==> config.mk <==
export PLATFORM = sky130hd
export DESIGN_NAME = ssd_scan_ctrl
export DESIGN_NICKNAME = d
export VERILOG_FILES = /design/src/rtl/ssd_scan_ctrl.sv
export SDC_FILE = /design/constraint.sdc
export NUM_CORES = 1
export LEC_CHECK = 0
export CAP_MARGIN = 40
export CORE_ASPECT_RATIO = 1.5
export CORE_MARGIN = 8
export CORE_UTILIZATION = 40
export DETAILED_ROUTE_END_ITERATION = 7
export SETUP_SLACK_MARGIN = 0.05
export SKIP_LAST_GASP = 1
export SLEW_MARGIN = 20
export SYNTH_ARGS = -nofsm -noshare
export SYNTH_HDL_FRONTEND = slang
export SYNTH_SLANG_ARGS = --single-unit
==> constraint.sdc <==
create_clock -name clk -period 6.1 [get_ports clk]
set_clock_uncertainty 0.05 [all_clocks]
set_input_delay 1.83 -clock clk [delete_from_list [all_inputs] [get_ports clk]]
set_output_delay 1.83 -clock clk [all_outputs]
set_load 0.02 [all_outputs]
==> src/rtl/ssd_scan_ctrl.sv <==
// ssd_scan_ctrl: multiplexed seven-segment display controller.
// Latches a value on load_i and scans it across up to eight digits with
// leading-zero blanking, per-digit decimal points and overflow dashes.
// Optional feature macro: SSD_BCD_EN selects a sequential double-dabble
// BCD converter; without it the value is shown in hex and busy_o is 0.
module ssd_scan_ctrl #(
    parameter int unsigned NUM_DIGITS = 8,
    parameter int unsigned VALUE_W    = 16,
    parameter int unsigned SCAN_DIV   = 18
) (
    input  logic                  clk,
    input  logic                  rst_n,
    input  logic [VALUE_W-1:0]    value_i,
    input  logic                  load_i,
    input  logic [NUM_DIGITS-1:0] dp_mask_i,
    input  logic                  blank_lz_i,
    output logic                  busy_o,
    output logic [7:0]            an_o,
    output logic [7:0]            cath_o
);

    localparam int unsigned DISP_W = 4 * NUM_DIGITS;
    localparam int unsigned IDX_W  = 3;

    logic [DISP_W-1:0]   disp_q;
    logic                ovf_q;
    logic [SCAN_DIV-1:0] presc_q;
    logic [IDX_W-1:0]    idx_q;
    logic                wrap;
    logic [7:0]          an_d;
    logic [7:0]          cath_d;

    // Active-low abcdefg pattern for one hex nibble.
    function automatic logic [6:0] seg_dec(input logic [3:0] nib);
        case (nib)
            4'h0: seg_dec = 7'h01;
            4'h1: seg_dec = 7'h4F;
            4'h2: seg_dec = 7'h12;
            4'h3: seg_dec = 7'h06;
            4'h4: seg_dec = 7'h4C;
            4'h5: seg_dec = 7'h24;
            4'h6: seg_dec = 7'h20;
            4'h7: seg_dec = 7'h0F;
            4'h8: seg_dec = 7'h00;
            4'h9: seg_dec = 7'h04;
            4'hA: seg_dec = 7'h08;
            4'hB: seg_dec = 7'h60;
            4'hC: seg_dec = 7'h31;
            4'hD: seg_dec = 7'h42;
            4'hE: seg_dec = 7'h30;
            default: seg_dec = 7'h38;
        endcase
    endfunction

`ifdef SSD_BCD_EN
    // Accumulator holds every decimal digit of the largest VALUE_W input.
    localparam int unsigned BCD_DIG = VALUE_W / 3 + 1;
    localparam int unsigned ACC_DIG = (BCD_DIG > NUM_DIGITS) ? BCD_DIG : NUM_DIGITS;
    localparam int unsigned ACC_W   = 4 * ACC_DIG;
    localparam int unsigned CNT_W   = $clog2(VALUE_W + 1);

    typedef enum logic {ST_IDLE, ST_CONV} state_t;

    state_t             state_q, state_d;
    logic [VALUE_W-1:0] sh_q;
    logic [ACC_W-1:0]   acc_q;
    logic [ACC_W-1:0]   acc_step;
    logic [CNT_W-1:0]   cnt_q;
    logic               acc_ovf;
    logic               start;
    logic               last;

    // One double-dabble iteration plus overflow detection on its result.
    always_comb begin
        logic [ACC_W-1:0] adj;
        adj = acc_q;
        for (int d = 0; d < int'(ACC_DIG); d++) begin
            if (acc_q[4*d +: 4] >= 4'd5) adj[4*d +: 4] = acc_q[4*d +: 4] + 4'd3;
        end
        acc_step = ACC_W'({adj, sh_q[VALUE_W-1]});
        acc_ovf  = 1'b0;
        for (int d = int'(NUM_DIGITS); d < int'(ACC_DIG); d++) begin
            acc_ovf = acc_ovf | (|acc_step[4*d +: 4]);
        end
    end

    // Converter next-state logic.
    always_comb begin
        state_d = state_q;
        start   = 1'b0;
        last    = 1'b0;
        case (state_q)
            ST_IDLE: if (load_i) begin
                start   = 1'b1;
                state_d = ST_CONV;
            end
            ST_CONV: if (cnt_q == CNT_W'(VALUE_W - 1)) begin
                last    = 1'b1;
                state_d = ST_IDLE;
            end
            default: state_d = ST_IDLE;
        endcase
    end

    // Converter state register and registered busy flag.
    always_ff @(posedge clk or negedge rst_n) begin
        if (!rst_n) begin
            state_q <= ST_IDLE;
            busy_o  <= 1'b0;
        end else begin
            state_q <= state_d;
            busy_o  <= (state_d == ST_CONV);
        end
    end

    // Converter datapath; display register commits only on the final iteration.
    always_ff @(posedge clk or negedge rst_n) begin
        if (!rst_n) begin
            sh_q   <= '0;
            acc_q  <= '0;
            cnt_q  <= '0;
            disp_q <= '0;
            ovf_q  <= 1'b0;
        end else begin
            if (start) begin
                sh_q  <= value_i;
                acc_q <= '0;
                cnt_q <= '0;
            end else if (state_q == ST_CONV) begin
                sh_q  <= {sh_q[VALUE_W-2:0], 1'b0};
                acc_q <= acc_step;
                cnt_q <= cnt_q + CNT_W'(1);
            end
            if (last) begin
                disp_q <= acc_step[DISP_W-1:0];
                ovf_q  <= acc_ovf;
            end
        end
    end
`else
    logic hex_ovf;

    // Any input bit beyond the displayable nibbles flags overflow.
    always_comb begin
        hex_ovf = 1'b0;
        for (int i = int'(DISP_W); i < int'(VALUE_W); i++) begin
            hex_ovf = hex_ovf | value_i[i];
        end
    end

    // Hex display register loads directly on the strobe.
    always_ff @(posedge clk or negedge rst_n) begin
        if (!rst_n) begin
            disp_q <= '0;
            ovf_q  <= 1'b0;
        end else if (load_i) begin
            disp_q <= DISP_W'(value_i);
            ovf_q  <= hex_ovf;
        end
    end

    assign busy_o = 1'b0;
`endif

    assign wrap = &presc_q;

    // Pattern for the digit currently selected by idx_q.
    always_comb begin
        logic [31:0] disp_pad;
        logic [7:0]  dp_pad;
        logic [3:0]  nib;
        logic        upper_nz;
        logic [6:0]  seg;
        disp_pad = 32'(disp_q);
        dp_pad   = 8'(dp_mask_i);
        nib      = disp_pad[{idx_q, 2'b00} +: 4];
        upper_nz = 1'b0;
        for (int k = 0; k < int'(NUM_DIGITS); k++) begin
            if (IDX_W'(k) >= idx_q && disp_pad[4*k +: 4] != 4'h0) upper_nz = 1'b1;
        end
        if (ovf_q)                                         seg = 7'h7E;
        else if (blank_lz_i && idx_q != '0 && !upper_nz)   seg = 7'h7F;
        else                                               seg = seg_dec(nib);
        cath_d = {seg, ~dp_pad[idx_q]};
        an_d   = ~(8'b1 << idx_q);
    end

    // Prescaler, digit index and registered pin drive, refreshed at each wrap.
    always_ff @(posedge clk or negedge rst_n) begin
        if (!rst_n) begin
            presc_q <= '0;
            idx_q   <= '0;
            an_o    <= 8'hFF;
            cath_o  <= 8'hFF;
        end else begin
            presc_q <= presc_q + SCAN_DIV'(1);
            if (wrap) begin
                idx_q  <= (idx_q == IDX_W'(NUM_DIGITS - 1)) ? '0 : idx_q + IDX_W'(1);
                an_o   <= an_d;
                cath_o <= cath_d;
            end
        end
    end

endmodule

After elaboration in Yosys (flattened, before gate mapping)
Memories as Yosys holds them, arrays and structs flattened.
Cells that the tools add are included.
{ "totals": {"regBits": 53, "latchBits": 0, "ram_bits": 0, "mem_bits_ro": 112, "out_inout_bits": 17, "word_cells": 39, "mem_count": 1} }
{ "op_classes": {"n_addsub": 2, "multipliers": 0, "div_mod_pow": 0, "magnitude_cmp": 5, "eq_ne": 1, "shifts": 2, "muxes": 8, "n_bitwise": 2, "reduce_logical": 13} }
{ "mem_list": {"columns": ["memory", "depth", "width", "rd", "rd_ports_with_merged_regs", "write_ports", "line", "source"], "rows": [
  ["(no name shown)", 16, 7, 1, 0, 0, "35", "case (nib)"]
]} }
{ "ops": {"columns": ["operator", "count"], "rows": [
  ["$shiftx 32x6->4", 1],
  ["$add 18x1->18 const B", 1],
  ["$reduce_and 18->1", 1],
  ["$reduce_bool 4->1", 4],
  ["$not 8->8", 1],
  ["$shl 1x3->8 const A", 1],
  ["$mux 7", 1],
  ["$ge 1x3->1 const A", 2],
  ["$ge 2x3->1 const A", 2],
  ["$logic_and 1x1->1", 6],
  ["$mux 1", 5],
  ["$lt 3x4->1 const B", 1],
  ["$add 3x1->3 const B", 1],
  ["$bmux 1 s3", 1],
  ["$eq 3x3->1 const B", 1],
  ["$mux 3", 1],
  ["$reduce_bool 3->1", 1],
  ["$logic_not 1->1", 1],
  ["$not 1->1", 1]
]} }

Depth between registers and ports, before layout
Gate-level depths: netlist of the first run.
{ "logic_depth": {"word_depth": 9, "mapped_depth": 9} }

Worst setup path before layout of the first run
Ideal clock, no wire load.
{ "synth_timing": {"path_type": "in2reg", "startpoint": "input port load_i", "endpoint": "register disp_q[10]", "setup_ps": 125, "arrival_ps": 2791, "path_slack_ps": 3134, "stages": 3, "path_cell_list": "clkbuf_1 buf_1 mux2_2"} }
{ "synth_lines": {"columns": ["item", "line", "source"], "rows": [
  ["from (decl)", "14", "input logic load_i,"],
  ["to (signal assigned)", "157", "disp_q <= DISP_W'(value_i);"],
  ["to (decl)", "25", "logic [DISP_W-1:0] disp_q;"]
]} }
No word-level cell between the ends.

Worst setup path after layout of the first run
{ "layout_timing": {"startpoint": "register an_o[3]", "endpoint": "output port an_o[3]"} }
{ "layout_lines": {"columns": ["item", "line", "source"], "rows": [
  ["from (decl)", "18", "output logic [7:0] an_o,"],
  ["from (signal assigned)", "199", "an_o <= an_d;"]
]} }
No word-level cell between the ends.

==> out/qor.yml, run 1 <==
status: "complete, no violations"
nNetsFinal: 315
criticalPathCategory: "flip-flop to output port"
die_y_um: 116
first_pass_iters: 4
drive_gt1_share_pct: 19.3
max_slew.worst_pin.slew_ps: 707
antenna-diode-count: 0
htree_levels: 2
synth_top_flop_cell: "dfrtp_1"
antenna_found_initial: 0
clock_path_buffers: 2
post-route-drc-count: 0
finalSetupTns_ps: 0
ys_top_cells_by_area: "dfrtp_1 (34%), dfstp_2 (16%), mux2_2 (6.7%), ha_1 (6.0%), mux4_2 (5.0%)"
die_area_um2: 9670
fin_total_pwr_mw: 0.642
synth_top_area_cell: "dfrtp_1"
fmax_mhz: 300
via_count: 1860
power_leakage_nw: 1.34
drv_slew: 0
core_area_um2: 6530
grt_setup_unrepaired: "no"
initial_core_util_pct: 41.2
grt_pass1_wl_mm: 9.17
synth-seq-cells: 53
crit_chain: "clkdlybuf4s50_1"
drtAntennaViolNets: 0
grt_pass1_vias: 1958
setup_viol: 0
cp-end-kind: "output port"
finalCritPeriodShare_pct: 54.6
slowest_delay_ps: 600
worstPathRequired_ps: 4220
fp-row-count: 36
cts_root_buffer: "clkbuf_8"
synth_edf_count: 0
cts_hold_buffers: 0
numCtsBuffers: 5
cp_slowest_cell: "clkdlybuf4s50_1"
fin_crit_ps: 3330
grt_max_degree: 54
worstPathMaxFanout: 2
clock_sinks: 53
vias_per_cell: 5.30
wl_mm: 5.29
async_flop_share_pct: 100
syn_avg_cell_area_um2: 11.5
tritoncts: "done"
cap_violations: 0
netlist_area_um2: 2690
post-route-util_pct: 49.8
postCtsSetupBuffers: 0
synth_warnings: 0
syn_to_final_growth_pct: 20.7
wl_per_cell_um: 15.1
hold_viol_final: 0
peakVddDrop_uv: 131
syn-num-nets: 275
clkTransAtPathRegs_ps: 100
path_buf_inv: 1
crit_family: "buffers and inverters"
drt-initial-drc-count: 135
io_pins: 45
synth_cells: 234
grt_use_total_pct: 11.3
power_density_nw_per_um2: 198
min_path_type: "flip-flop to flip-flop"
dieWidth_um: 83.0
synth_top_cell_area_share_pct: 34.4
portBuffers: 43
postCtsResizedCells: 0
yosysSeqAreaShare_pct: 50.0
slew_headroom_pct: 52.7
arrival_ps: 1450
clock_latency_ps: 300
dp_hpwl_mm: 3.96
ys_types: 43
grt-ovfl-total: 0
gp_congestion: 0.776
cp-start-kind: "flip-flop"
[through the flow]
step	worst slack, ps	instances	cell area [µm²]	hold WS [ps]
after CTS	2750	350	3230	427
after global routing	2730	351	3250	445
final	2770	351	3250	424
after global placement	2660	342	3150	406
after floorplan	3130	234	2690	388
after detailed placement	2620	342	3150	414
[layer usage]
layer	vias up	part of all wire, %	GRT usage [%]
li1	903	-	-
met3	9	4.2	2.44
met4	0	1.8	4.47
met1	901	45	13.5
met5	-	0	0
met2	47	49	19.4
[cell families after synthesis]
group           synth area share [%]
xor+xnor                        5.20
compound gates                  8.09
fa+ha+maj                       6.04
flops                           50.0
other cells                    0.139
mux                             13.8
simple gates                    13.0
buf+inv                         3.76
[sequential cells by signal (all words and copies together), names as in the netlist]
register,flops
disp_q,16
idx_q,3
an_o,8
presc_q,18
cath_o,8
[synthesized netlist by cell type (2+ instances only)]
library cell,number
nand2_1,17
mux4_2,6
buf_2,3
o22a_1,2
buf_4,4
nand3_1,6
nand4_1,3
mux2_2,16
nor3_1,2
ha_1,13
dfrtp_1,37
and4_1,2
a21oi_1,8
dfstp_2,16
nor3b_1,2
inv_1,8
clkbuf_1,3
nor2_1,24
nor4_1,2
o21ai_0,6
xor2_1,4
mux2i_1,4
and3_1,3
xnor2_1,12
a31oi_1,13
[worst paths after layout]
kind                                 startpoint                     to  slack, ps  cells past startpoint
setup / recovery            an_o[3]$_DFFE_PN1P_                an_o[3]       2770                      1
hold / removal             presc_q[0]$_DFF_PN0_   presc_q[0]$_DFF_PN0_        420                      1
setup reg to reg           idx_q[0]$_DFFE_PN0P_  cath_o[1]$_DFFE_PN1P_       3420                      7
hold reg to reg            presc_q[0]$_DFF_PN0_   presc_q[0]$_DFF_PN0_        420                      1
max in group asynchronous                 rst_n  presc_q[11]$_DFF_PN0_       3960                      2
min in group asynchronous                 rst_n  disp_q[4]$_DFFE_PN0P_       1590                      2
[report_power, final]
group | switching (mW) | total (mW) | internal (mW)
Combinational | 0.0362 | 0.0789 | 0.0428
Sequential | 0.00845 | 0.371 | 0.362
Clock | 0.110 | 0.192 | 0.0823
Total | 0.155 | 0.642 | 0.487
[placed cells by master (no fill, tap or decap), types with 4 or more instances in the layout]
cell | Yosys | routed
clkdlybuf4s50_1 | 0 | 42
a31oi_1 | 13 | 13
inv_1 | 8 | 8
clkbuf_8 | 0 | 5
nor2_1 | 24 | 24
mux2_2 | 16 | 16
nand2_1 | 17 | 17
mux4_2 | 6 | 6
mux2i_1 | 4 | 4
o21ai_0 | 6 | 6
nand3_1 | 6 | 6
a21oi_1 | 8 | 8
ha_1 | 13 | 13
dfrtp_1 | 37 | 37
xor2_1 | 4 | 4
dfstp_2 | 16 | 16
xnor2_1 | 12 | 12
[cell type report]
class	count	area [µm²]
inverters	8	30.0
fillers	585	3280
clock inverters	1	8.76
multi-input cells	161	1240
clock buffers	7	76.3
flip-flops and latches	53	1350
repair buffers	45	448
well taps	76	95.1
(Power assumes the default switching activity.)
==> run 2, diff against run 1 <==
==> constraint.sdc (replaced) <==
create_clock -name clk -period 3.5 [get_ports clk]
set_clock_uncertainty 0.05 [all_clocks]
set_input_delay 1.05 -clock clk [delete_from_list [all_inputs] [get_ports clk]]
set_output_delay 1.05 -clock clk [all_outputs]
set_load 0.02 [all_outputs]
==> run 2 against run 1 <==
  * Power up 79%
  * Hold slack better by 1.9 ps
  * Register-to-register slack worse by 2600 ps
  * Design area up 1.1%
  * Combinational power up 76%
  * Utilization up 0.56 points
  * Sequential power up 74%
  * Via count up 0.16%
  * Count of clock-buffer cells in the layout unchanged
  * Clock power up 89%
  * Setup slack worse by 1900 ps
  * Cell count up 0.57%
  * Largest cell class unchanged
  * Largest power group unchanged
==> out/qor.yml, run 2 (same netlist as run 1, synthesis figures left out) <==
portBuffers: 43
die_area_um2: 9670
grt_max_degree: 33
finalCritPeriodShare_pct: 75.5
min_from: "presc_q[14]$_DFF_PN0_"
whs_ps: 426
nNetsFinal: 317
worst-r2r-setup-slack_ps: 860
postCtsResizedCells: 0
grt-ovfl-total: 0
grt_pass1_vias: 1934
die_y_um: 116
dpl.cell_count: 344
tritoncts: "done"
peakVddDrop_uv: 285
initial_core_util_pct: 41.2
power_density_nw_per_um2: 350
wl_per_cell_um: 15.2
min_path_type: "flip-flop to flip-flop"
largest_registers: "presc_q (18), disp_q (16)"
rr_endpoint: "cath_o[1]$_DFFE_PN1P_"
grt_pass1_wl_mm: 9.11
final_common_cell: "clkdlybuf4s50_1"
fin_area_um2: 3290
place_area_um2: 3180
via_count: 1863
cp-start-kind: "flip-flop"
setup_viol: 0
clock_sinks: 53
wl_mm: 5.38
drtAntennaViolNets: 0
arrival_ps: 2840
fp-row-count: 36
cts_root_buffer: "clkbuf_8"
drt-initial-drc-count: 94
cts_hold_buffers: 0
syn_to_final_growth_pct: 22.0
numCtsBuffers: 5
drv_slew: 0
clkTransAtPathRegs_ps: 100
min_to: "presc_q[14]$_DFF_PN0_"
rr_startpoint: "idx_q[0]$_DFFE_PN0P_"
startpoint: "idx_q[0]$_DFFE_PN0P_"
fmax_mhz: 378
gp_congestion: 0.786
dieWidth_um: 83.0
first_pass_iters: 4
post-route-util_pct: 50.3
grt_use_total_pct: 11.3
finalSetupTns_ps: 0
regMostFlops: "presc_q"
grt_setup_unrepaired: "no"
clock_latency_ps: 310
slew_headroom_pct: 52.6
final_cell_mix: "clkdlybuf4s50_1 (42), dfrtp_1 (37), nor2_1 (24)"
cp-end-kind: "flip-flop"
drive_gt1_share_pct: 20.2
fin_crit_ps: 2640
hold_viol_final: 0
criticalPathCategory: "flip-flop to flip-flop"
worstPathRequired_ps: 3690
cap_violations: 0
rr_worst_depth: 7
worstPathMaxFanout: 12
largest_reg_flops: 18
status: "complete, no violations"
core_area_um2: 6530
antenna-diode-count: 0
io_pins: 45
dp_hpwl_mm: 4.07
max_slew.worst_pin.slew_ps: 709
clock_path_buffers: 2
htree_levels: 2
antenna_found_initial: 0
final_cells: 353
post-route-drc-count: 0
whs_path_depth: 1
postCtsSetupBuffers: 0
power_leakage_nw: 1.36
vias_per_cell: 5.28
## run 2: changes by cell type in the layout (fill, tap and decap cells not counted), sizes merged
| cell | change |
|---|---|
| clkinv | -1 |
| buf | +2 |
| clkinvlp | +1 |
## run 2: power by group
group          internal, mW  switching (mW)  leakage [nW]  total (mW)
clock network         0.161           0.201        0.0445       0.363
registers             0.632          0.0159         0.632       0.647
logic                0.0766          0.0627         0.680       0.139
## run 2: area by class of cell
cell class                 instances  area, µm²
timing repair buffer              47        475
tap                               76       95.1
clock inverter                     1       7.51
sequential                        53       1350
clock buffer                       7       86.3
multi-input combinational        161       1240
fill                             591       3250
inverter                           8       30.0
## run 2: metal layers
metal	GRT usage (%)	vias up	share of wire [%]	wire, µm
met1	13.3	911	45	2410
met5	0	-	0	0
met4	5.88	0	2.2	116
met2	18.4	39	48	2590
li1	-	904	-	-
met3	3.49	9	4.9	262
## run 2: metrics by stage
stage / setup slack [ps] / total power, mW
2_1_floorplan: 1190 / 0.737
3_3_place_gp: 831 / 0.796
3_5_place_dp: 752 / 0.800
4_1_cts: 807 / 1.17
5_1_grt: 635 / 1.20
6_report: 857 / 1.15
## run 2: worst max-delay path by stage
stage | end | slack (ps) | cells past startpoint
2_1_floorplan | cath_o[1]$_DFFE_PN1P_ | 1190 | 8
3_3_place_gp | cath_o[7]$_DFFE_PN1P_ | 830 | 6
3_5_place_dp | cath_o[3]$_DFFE_PN1P_ | 750 | 6
4_1_cts | cath_o[1]$_DFFE_PN1P_ | 810 | 7
5_1_grt | cath_o[1]$_DFFE_PN1P_ | 630 | 7
6_report | cath_o[1]$_DFFE_PN1P_ | 860 | 7
## run 2: critical path, cell delays in order (launching register included)
cell	delay (ps)
dfrtp_1	690
mux4_2	620
nand2_1	190
inv_1	90
ha_1	240
mux2_4	280
a2111oi_2	350
nor2_1	70
==> run 3, diff against run 2 <==
==> constraint.sdc (replaced) <==
create_clock -name clk -period 2.7 [get_ports clk]
set_clock_uncertainty 0.05 [all_clocks]
set_input_delay 0.81 -clock clk [delete_from_list [all_inputs] [get_ports clk]]
set_output_delay 0.81 -clock clk [all_outputs]
set_load 0.02 [all_outputs]
==> run 3 against run 2 <==
  * Sequential power is 30% higher
  * Combinational power is 29% higher
  * Hold slack worse by 84 ps
  * Cell count is 1.1% higher
  * Clock power is 70% higher
  * Register-to-register slack worse by 550 ps
  * Critical endpoint unchanged
  * Largest power group unchanged
==> out/qor.yml, run 3 (same netlist as run 1, synthesis figures left out) <==
status: "complete, no violations"
cp-end-kind: "flip-flop"
final_cell_mix: "clkdlybuf4s50_1 (42), dfrtp_1 (37), nor2_1 (24)"
die_area_um2: 9670
power_density_nw_per_um2: 490
grt_max_degree: 28
drv_slew: 0
htree_levels: 2
drt-initial-drc-count: 99
first_pass_iters: 4
numCtsBuffers: 5
finalSetupTns_ps: 0
initial_core_util_pct: 41.2
hold_viol_final: 0
dp_hpwl_mm: 4.27
tritoncts: "done"
fin_crit_ps: 2390
regMostFlops: "presc_q"
postCtsSetupBuffers: 0
cp_slowest_cell: "mux4_2"
io_pins: 45
grt-ovfl-total: 0
clock_sinks: 53
die_y_um: 116
use_met3_pct: 3.21
globalRoute.busiestLayer: "met2"
post-route-drc-count: 0
fmax_mhz: 418
fp-row-count: 36
arrival_ps: 2580
nNetsFinal: 321
drive_gt1_share_pct: 21.7
grt_use_total_pct: 11.6
gp_congestion: 0.792
clock_path_buffers: 2
wl_per_cell_um: 15.2
criticalPathCategory: "flip-flop to flip-flop"
largest_registers: "presc_q (18), disp_q (16)"
syn_to_final_growth_pct: 23.9
setup_viol: 0
clock_latency_ps: 300
finalCritPeriodShare_pct: 88.5
fin_total_pwr_mw: 1.64
drtAntennaViolNets: 0
cts_hold_buffers: 0
max_slew.worst_pin.slew_ps: 513
power_leakage_nw: 1.39
final_common_cell: "clkdlybuf4s50_1"
cts_root_buffer: "clkbuf_8"
portBuffers: 43
wl_mm: 5.44
worstPathRequired_ps: 2890
crit_chain: "mux4_2 > nand2_1 > inv_1 > ha_1 > mux2_4 > a2111oi_2 > nor2_1"
cp-start-kind: "flip-flop"
vias_per_cell: 5.29
globalRouteMet1Util_pct: 13.2
peakVddDrop_uv: 502
path_buf_inv: 1
core_area_um2: 6530
crit_family: "multiplexers"
via_count: 1889
grt_pass1_vias: 1988
antenna_found_initial: 0
postCtsResizedCells: 0
use_met2_pct: 19.9
grt_setup_unrepaired: "no"
grt_pass1_wl_mm: 9.28
worstPathMaxFanout: 5
slowest_delay_ps: 580
largest_reg_flops: 18
cap_violations: 0
min_path_type: "input pin to asynchronous set/reset pin"
slew_headroom_pct: 65.5
antenna-diode-count: 0
dieWidth_um: 83.0
clkTransAtPathRegs_ps: 100
[run 3: final timing paths]
kind | from | to | slack, ps | depth (start not counted)
max in group asynchronous | rst_n | cath_o[0]$_DFFE_PN1P_ | 1630 | 2
hold / removal | rst_n | idx_q[2]$_DFFE_PN0P_ | 340 | 1
setup reg to reg | idx_q[0]$_DFFE_PN0P_ | cath_o[1]$_DFFE_PN1P_ | 310 | 7
min in group clk | presc_q[10]$_DFF_PN0_ | presc_q[10]$_DFF_PN0_ | 430 | 1
hold reg to reg | presc_q[10]$_DFF_PN0_ | presc_q[10]$_DFF_PN0_ | 430 | 1
setup / recovery | idx_q[0]$_DFFE_PN0P_ | cath_o[1]$_DFFE_PN1P_ | 310 | 7
[run 3: per-stage QoR]
step                      setup slack [ps]  util, %  instance area [µm²]  instances  hold slack (ps)
after global placement                 280     49.0                 3200        349              404
after global routing                   126     51.1                 3340        357              357
final                                  310     51.1                 3340        357              341
after floorplan                        389        -                 2690        234              388
after CTS                              300     51.1                 3340        357              345
after detailed placement               195     49.0                 3200        349              419
[run 3: per-layer routing]
layer / share of wire [%] / wire (µm)
met1: 43 / 2360
met5: 0 / 0
met2: 50 / 2710
met3: 5.3 / 290
met4: 1.6 / 85
[run 3: layout make-up]
cell class / count / area, µm²
Inverter: 8 / 30.0
Timing Repair Buffer: 51 / 485
Fill cell: 593 / 3200
Clock inverter: 3 / 65.1
Tap cell: 76 / 95.1
Sequential cell: 53 / 1350
Multi-Input combinational cell: 161 / 1240
Clock buffer: 5 / 68.8
[run 3: power breakdown]
part	leakage (nW)	internal [mW]	switching, mW
Clock	0.0681	0.368	0.248
Combinational	0.694	0.0985	0.0813
Sequential	0.632	0.819	0.0212
